==> src/rtl/frame_pacer.sv <==
// Frame-timing generator: reprogrammable cycle divider, frame skipper,
// pause/single-step control and a wrapping count of update ticks.
// update_tick is the "advance one game frame" strobe for downstream logic.
module frame_pacer #(
  parameter int CLK_HZ  = 50000000,
  parameter int FPS     = 60,
  parameter int CNT_W   = 21,
  parameter int SKIP_W  = 4,
  parameter int FRAME_W = 16
) (
  input  logic               clk,
  input  logic               resetn,
  input  logic               enable,
  input  logic               pause,
  input  logic               step,
  input  logic               period_load,
  input  logic [CNT_W-1:0]   period_in,
  input  logic [SKIP_W-1:0]  skip_count,
  output logic [CNT_W-1:0]   cycle_count,
  output logic               frame_tick,
  output logic               update_tick,
  output logic [SKIP_W-1:0]  frame_count,
  output logic [FRAME_W-1:0] frame_number,
  output logic [CNT_W-1:0]   period_active
);

  // Cycles per frame minus one at the nominal rate.
  localparam logic [CNT_W-1:0] DEFAULT_PERIOD = CNT_W'(CLK_HZ / FPS - 1);

  // Shadow holds a loaded period until the next frame boundary so the
  // frame in progress is never shortened.
  logic [CNT_W-1:0] shadow;
  logic             pending;
  logic             step_q;

  logic             run;
  logic             step_rise;
  logic             frame_event;
  logic             skip_done;
  logic [CNT_W-1:0] active_next;

  // Decode the run condition, the step edge and the frame boundary.
  always_comb begin
    run         = 1'b0;
    step_rise   = 1'b0;
    frame_event = 1'b0;
    skip_done   = 1'b0;
    active_next = period_active;

    run         = enable & ~pause;
    step_rise   = step & ~step_q;
    frame_event = (run && (cycle_count == '0)) || (enable && pause && step_rise);
    skip_done   = (frame_count == '0);
    if (pending) begin
      active_next = shadow;
    end
  end

  // Step edge register tracks the input on every edge, so a step held
  // across a pause toggle or while disabled never produces a late event.
  always_ff @(posedge clk or negedge resetn) begin
    if (!resetn) begin
      step_q <= 1'b0;
    end else begin
      step_q <= step;
    end
  end

  // Period shadow: captured regardless of enable/pause; a load on a frame
  // boundary stays pending for the following boundary.
  always_ff @(posedge clk or negedge resetn) begin
    if (!resetn) begin
      shadow  <= DEFAULT_PERIOD;
      pending <= 1'b0;
    end else if (period_load) begin
      shadow  <= period_in;
      pending <= 1'b1;
    end else if (frame_event) begin
      pending <= 1'b0;
    end
  end

  // Divider down-counter and the active period for the current frame.
  always_ff @(posedge clk or negedge resetn) begin
    if (!resetn) begin
      cycle_count   <= '0;
      period_active <= DEFAULT_PERIOD;
      frame_tick    <= 1'b0;
    end else begin
      frame_tick <= frame_event;
      if (frame_event) begin
        period_active <= active_next;
        cycle_count   <= active_next;
      end else if (run) begin
        cycle_count <= cycle_count - CNT_W'(1);
      end
    end
  end

  // Frame skipper and wrapping update counter.
  always_ff @(posedge clk or negedge resetn) begin
    if (!resetn) begin
      frame_count  <= '0;
      frame_number <= '0;
      update_tick  <= 1'b0;
    end else begin
      update_tick <= frame_event && skip_done;
      if (frame_event) begin
        if (skip_done) begin
          frame_count  <= skip_count;
          frame_number <= frame_number + FRAME_W'(1);
        end else begin
          frame_count <= frame_count - SKIP_W'(1);
        end
      end
    end
  end

endmodule

==> config.mk <==
export PLATFORM = sky130hd
export DESIGN_NAME = frame_pacer
export DESIGN_NICKNAME = d
export VERILOG_FILES = /design/src/rtl/frame_pacer.sv
export SDC_FILE = /design/constraint.sdc
export NUM_CORES = 1
export LEC_CHECK = 0
export ABC_AREA = 1
export BUFFER_PORTS_ARGS = -buffer_cell sky130_fd_sc_hd__buf_2
export CORE_AREA = 2 2 118 120
export DETAILED_ROUTE_END_ITERATION = 12
export DIE_AREA = 0 0 120 122
export PLACE_DENSITY = 0.57
export SLEW_MARGIN = 10
export SYNTH_ARGS = -nofsm -noshare
export SYNTH_HDL_FRONTEND = slang
export SYNTH_SLANG_ARGS = --single-unit
==> constraint.sdc <==
create_clock -name clk -period 4.83 [get_ports clk]
set_input_delay 0.966 -clock clk [delete_from_list [all_inputs] [get_ports clk]]
set_output_delay 0.966 -clock clk [all_outputs]
set_load 0.02 [all_outputs]
==> results of run 1 <==
==> registers in the layout, summed over array words and instances, names as in the netlist <==
| name | cells |
|---|---|
| cycle_count | 21 |
| pending | 1 |
| step_q | 1 |
| frame_count | 4 |
| shadow | 21 |
| frame_tick | 1 |
| frame_number | 16 |
| period_active | 21 |
| update_tick | 1 |
==> cell families after synthesis <==
kind of cell / Yosys count / share of synthesized area
compound gates: 84 / 0.0940
xor+xnor: 10 / 0.0190
fa+ha+maj: 3 / 0.00815
buf+inv: 86 / 0.0791
flops: 87 / 0.479
simple gates: 354 / 0.321
==> worst paths after layout <==
| check | slack, ns | endpoint |
|---|---|---|
| setup / recovery | 2.33 | frame_number[6]$_DFFE_PN0P_ |
| hold / removal | 0.46 | shadow[19]$_DFFE_PN1P_ |
| setup reg to reg | 2.38 | frame_number[6]$_DFFE_PN0P_ |
| hold reg to reg | 0.46 | shadow[19]$_DFFE_PN1P_ |
| max in group asynchronous | 3.28 | period_active[9]$_DFFE_PN1P_ |
| min in group asynchronous | 0.68 | step_q$_DFF_PN0_ |
==> worst max-delay path, delay by kind of cell <==
kind                   cells  cell delay, ns
buffers and inverters      3            0.57
AND/OR/NAND/NOR            9            1.19
==> layer usage <==
layer | vias up | global-route usage
li1 | 2129 | -
met1 | 1940 | 0.243
met2 | 86 | 0.252
met3 | 15 | 0.0295
met4 | 0 | 0.0735
met5 | - | 0
==> Yosys cell counts, drive strengths merged <==
cell,number
nor2,65
ha,3
o31ai,1
o211ai,2
a21oi,16
inv,63
o21ai,65
nor3,10
clkbuf,10
buf,12
nand4,8
dfstp,22
nand3,21
nand3b,7
xor2,7
clkinv,1
dfrtp,65
nand2,243
xnor2,3
==> cell type report <==
cell class,instances,area (um^2)
Fill cell,1386,7990
Sequential cell,87,2200
Multi-Input combinational cell,451,2040
Timing Repair Buffer,97,495
Clock buffer,11,243
Inverter,64,241
Tap cell,180,225
Clock inverter,5,65.1
==> where the power goes <==
part	internal (mW)	switching [mW]
combinational	0.256	0.510
sequential	0.902	0.168
clock	0.421	0.308
total	1.58	0.987
==> results.md, run 1 <==
- Status: finished, final reports clean
- Mapped Nets: around 660
- Most frequent cells in the layout: 239 x nand2_1, 93 x buf_2, 65 x dfrtp_1, 62 x inv_1, 60 x o21ai_0
- Max VDD drop: around 0.00023 V
- Share of cells above drive strength 1: 0.208
- RSZ-0062 raised after global routing: false
- Cells taking the most area after synthesis: dfrtp_1 35%, nand2_1 19%, dfstp_2 13%
- Worst EP arrival: approximately 2.8 ns
- Yosys reg bits: 87
- Vias in the first global route: around 3.9k
- CTS Root Cell: clkbuf_16
- Util after Layout: 0.408
- Pre-CTS setup slack: slightly below 2 ns
- Most Frequent Cell on Critical Path: nand2_1
- Vias: between 4k and 5k
- Metal-1 WL: slightly below 6000 um
- Critical path's largest stage delay: about 0.39 ns
- Met2 WL: 5330 um
- Fin Setup TNS: 0 ns
- Worst r2r path cells: 11
- Sequential fraction of the synthesis area: 0.479
- Hold_sp: shadow[19]$_DFFE_PN1P_
- Largest fanout on the critical path: 55
- Largest net degree at the start of global routing: between 60 and 70
- Nets: around 740
- GRT overflow: 0
- Clock tree from TritonCTS: yes
- Static leakage: around 2.8 nW
- Area leader, netlist: dfrtp_1
- Row Count: 43
- Clock Latency Late Sink: between 0.3 and 0.4 ns
- Port Buffers: 94
- Final Critical Period: between 2 and 3 ns
- Fin crit share: 0.518
- Post-route cell area: about 5500 um^2
- Layout Cells excl Fill: 895
- Post-Synthesis Cells: approximately 620
- Clock Path Buffers: 2
- Distinct cells, synth: 30
- Type of origin of the critical path: input pin
- Max cap viols: 0
- Placed Cells: 879
- Power Dens Cells: around 470 nW/um^2
- Critical path capture point type: register
- DPL Wire Length: 8780 um
- Commonest non-fill, non-tap cell in the layout: nand2_1
- Inserted Diodes: 0
- Syn_area_per_cell: 7.38 um^2
- Clk sink count: 87
- Synth warnings: 0
- Tot Pwr: between 2 and 3 mW
- Crit-path slowest cell: nand2_4
- Core Area: around 14000 um^2
- CTS buffer count: 9
- Reg-to-reg startpoint: cycle_count[0]$_DFFE_PN0P_
- # Post-CTS Setup Buffers: 0
- Crit path required time: between 5 and 6 ns
- DRT antenna net count: 0
- Final wirelength: approximately 12000 um
- Final max-slew violation count: 0
- Vias per inst: ~4.7
- Setup WS post-layout: ~2.3 ns
- Iteration-0 DRC Markers: between 200 and 300
- Post-CTS resize count: 0
- Synthesized area: 4600 um^2
- Antenna violations before repair: 0
- H-Tree Depth: 3
- Final hold violation count: 0
- Post-Place Cell Area: 5200 um^2
- Initial Util: 0.341
- Hold_buf cts: 0
- Die Ht: between 100 and 150 um
- Crit path cell chain: buf_2, nor2_1, buf_4, nand2_1, nor2_2, nand3_4, nand2_4, nand2_4, clkinv_2, nand2_1, nand2_1, nand2_1
- Hold WS: 0.464 ns
- Area Overhead vs Synth: 19.7%
- Critical Path Source: pause
- Avg WL per Cell: between 10 and 15 um
- Final setup fails: 0
- Highest metal used: met4
- Global-route wire length before repair: 19500 um
- Die ar.: ~15000 um^2
- Max-Slew Margin vs Limit: 0.275
- Die W: roughly 120 um
- Fmax: roughly 400 MHz
- Worst-path clk slew: about 0.07 ns
- WS Path Type: in2reg
- GRT Total Usage: 0.170
- GPL Wtd Cong: 0.854
- Wire length on met3: 481 um
- Measured slew at the worst slew-check pin: about 1.1 ns
- # DRC: 0
- Worst min-delay path category: reg2reg
- DRT Pass-1 Iters: 5
- Top cell type's share of synthesized area: 0.353
- I/O pins: 95
- Hold-critical path depth: 2
- Skew final: about 0.009 ns
(Power assumes the default switching activity.)
==> run 2: changes to the inputs <==
Settings changed: PLACE_DENSITY 0.57 to 0.59.
Clock period 4.83 ns to 2 ns, I/O delays scaled along.
==> run 2 against run 1 <==
  * Combinational power grew to 2.7 times the previous value
  * Die area is the same
  * Worst setup slack worse by 2.2 ns
  * Clock-buffer cell count unchanged
==> results.md, run 2 (synthesized netlist as in run 1, its figures left out) <==
- Status: finished, final reports clean
- Static leakage: 2.90 nW (+3.7%)
- Worst EP arrival: 2.06 ns (-0.69 ns)
- Met3 Track Usage GR: 0.0403 (+0.0108)
- GRT Total Usage: 0.174 (+0.00385)
- Crit-path leading delay family: simple AND/OR/NAND/NOR gates
- Vias in the first global route: 4147 (+7.5%)
- Vias per inst: 4.65 (-0.19%)
- Core Area: 13500 um^2 (unchanged)
- Avg WL per Cell: 13.1 um (-0.58%)
- WS Path Type: reg2reg
- GRT overflow: 0 (unchanged)
- Hold WS: 0.0141 ns (-0.450 ns)
- Biggest registers after layout: cycle_count x21, period_active x21, shadow x21
- Fin crit share: 0.930
- DRT Pass-1 Iters: 4 (-1)
- Largest fanout on the critical path: 20 (-64%)
- Iteration-0 DRC Markers: 227 (-23%)
- Area Overhead vs Synth: 23.4%
- Critical path's largest stage delay: 0.39 ns (about the same)
- Share of cells above drive strength 1: 0.227 (+0.0184)
- DPL Wire Length: 9190 um (+4.7%)
- Measured slew at the worst slew-check pin: 0.650 ns (-0.438 ns)
- Clock Latency Late Sink: 0.35 ns (about the same)
- Worst r2r path cells: 9 (-2)
- I/O pins: 95 (unchanged)
- Die Ht: 122 um (unchanged)
- Worst r2r dst: cycle_count[7]$_DFFE_PN0P_
- Antenna violations before repair: 0 (unchanged)
- Met2 Use GR: 0.269 (+0.0174)
- Met1 GRT Util: 0.237 (-0.00583)
- GPL Wtd Cong: 0.894 (+4.6%)
- CTS buffer count: 9 (unchanged)
- Skew final: 0.00931 ns (+0.000319 ns)
- Inserted Diodes: 0 (unchanged)
- Row Count: 43 (unchanged)
- Vias: 4241 (+1.7%)
- H-Tree Depth: 3 (unchanged)
- Crit path required time: 2.20 ns (-2.87 ns)
- Final setup fails: 0 (unchanged)
- Worst min-delay path category: in2async
- Clock tree from TritonCTS: yes
- Util after Layout: 0.421 (+0.0128)
- Reg2reg setup slack: 0.14 ns (-2.24 ns)
- Reg-to-reg startpoint: cycle_count[0]$_DFFE_PN0P_
- DRT antenna net count: 0 (unchanged)
- Setup WS post-layout: 0.139 ns (-2.19 ns)
- Most frequent cells in the layout: 239 x nand2_1, 93 x buf_2, 65 x dfrtp_1, 62 x inv_1, 60 x o21ai_0
- Worst Path Buf+Inv: 2 (-1)
- Largest net degree at the start of global routing: 40 (-35%)
- Fmax: 537 MHz
- Clock Path Buffers: 2 (unchanged)
- Worst-path clk slew: 0.06 ns (about the same)
- Global-route wire length before repair: 20200 um (+3.5%)
- GRT busiest layer: met2
- RSZ-0062 raised after global routing: true
- Crit-path slowest cell: dfrtp_1
- Final Critical Period: roughly 1.9 ns
- Final max-slew violation count: 0 (unchanged)
- Max cap viols: 0 (unchanged)
- Port Buffers: 94 (unchanged)
- Die ar.: 14600 um^2 (unchanged)
- Power Dens Cells: 1120 nW/um^2 (+140%)
- Die W: 120 um (unchanged)
- Type of origin of the critical path: register
- Initial Util: 0.341 (unchanged)
- Pre-CTS setup slack: 0.130 ns (-1.81 ns)
- Final wirelength: 12000 um (+1.3%)
- Nets: 762 (+2.4%)
- # DRC: 0 (unchanged)
- Crit path cell chain: inv_1, ha_1, nand2_2, nor2_4, nand3_4, nand2_4, inv_2, o21ai_0, nand2_1
- Critical path capture point type: register
- Final hold violation count: 0 (unchanged)
- # Post-CTS Setup Buffers: 0 (unchanged)
- Max VDD drop: 0.000458 V (+100%)
- CTS Root Cell: clkbuf_16
- Clk sink count: 87 (unchanged)
- Commonest non-fill, non-tap cell in the layout: nand2_1
- Max-Slew Margin vs Limit: 0.566 (+0.292)
[run 2: changes by cell type in the layout (fill, tap and decap cells not counted)]
| cell | change |
|---|---|
| inv_6 | -1 |
| buf_6 | +1 |
| buf_4 | +15 |
| clkinv_4 | -2 |
| buf_12 | +2 |
| bufinv_16 | +1 |
| clkinv_2 | +1 |
[run 2: per-stage QoR]
stage	std cells	total power, mW	setup TNS [ns]	area, um^2
finish	912	6.35	0	5680
global route	912	6.76	-0.213	5680
CTS	912	6.42	0	5680
detailed placement	897	4.60	0	5360
global placement	897	4.59	0	5360
floorplan	624	3.78	0	4600
[run 2: how the worst max path moves through the flow]
stage                                          start                     endpoint  cells after the start  slack, ns
final                     cycle_count[0]$_DFFE_PN0P_   cycle_count[7]$_DFFE_PN0P_                      9       0.14
after global routing      cycle_count[1]$_DFFE_PN0P_  cycle_count[16]$_DFFE_PN0P_                     11      -0.06
after CTS                 cycle_count[0]$_DFFE_PN0P_   cycle_count[1]$_DFFE_PN0P_                     11       0.12
after detailed placement  cycle_count[0]$_DFFE_PN0P_  frame_number[6]$_DFFE_PN0P_                     11       0.13
after global placement    cycle_count[0]$_DFFE_PN0P_   cycle_count[7]$_DFFE_PN0P_                      9       0.18
after floorplan           cycle_count[0]$_DFFE_PN0P_  cycle_count[17]$_DFFE_PN0P_                     12       0.23
[run 2: area by class of cell]
type / instances / area (um^2)
inverter: 64 / 245
sequential: 87 / 2200
clock buffer: 11 / 243
fill: 1367 / 7820
clock inverter: 4 / 70.1
tap: 180 / 225
multi-input combinational: 451 / 2040
timing repair buffer: 115 / 659
[run 2: per-layer routing]
layer,up-vias,part of all wire
met5,-,0
li1,2166,-
met3,18,0.050
met2,96,0.45
met4,0,0.017
met1,1961,0.49
[run 2: where the power goes]
part	switching (mW)	internal [mW]	total, mW
registers	0.329	2.18	2.51
logic	1.34	0.718	2.06
clock network	0.675	1.12	1.79
total	2.34	4.01	6.35
[run 2: what timing repair did]
action / 4_1_cts / 5_1_grt
hold buffers: 0 / 0
setup endpoints to repair: 0 / 25
gates resized for setup: 0 / 3
hold endpoints to repair: 0 / 0
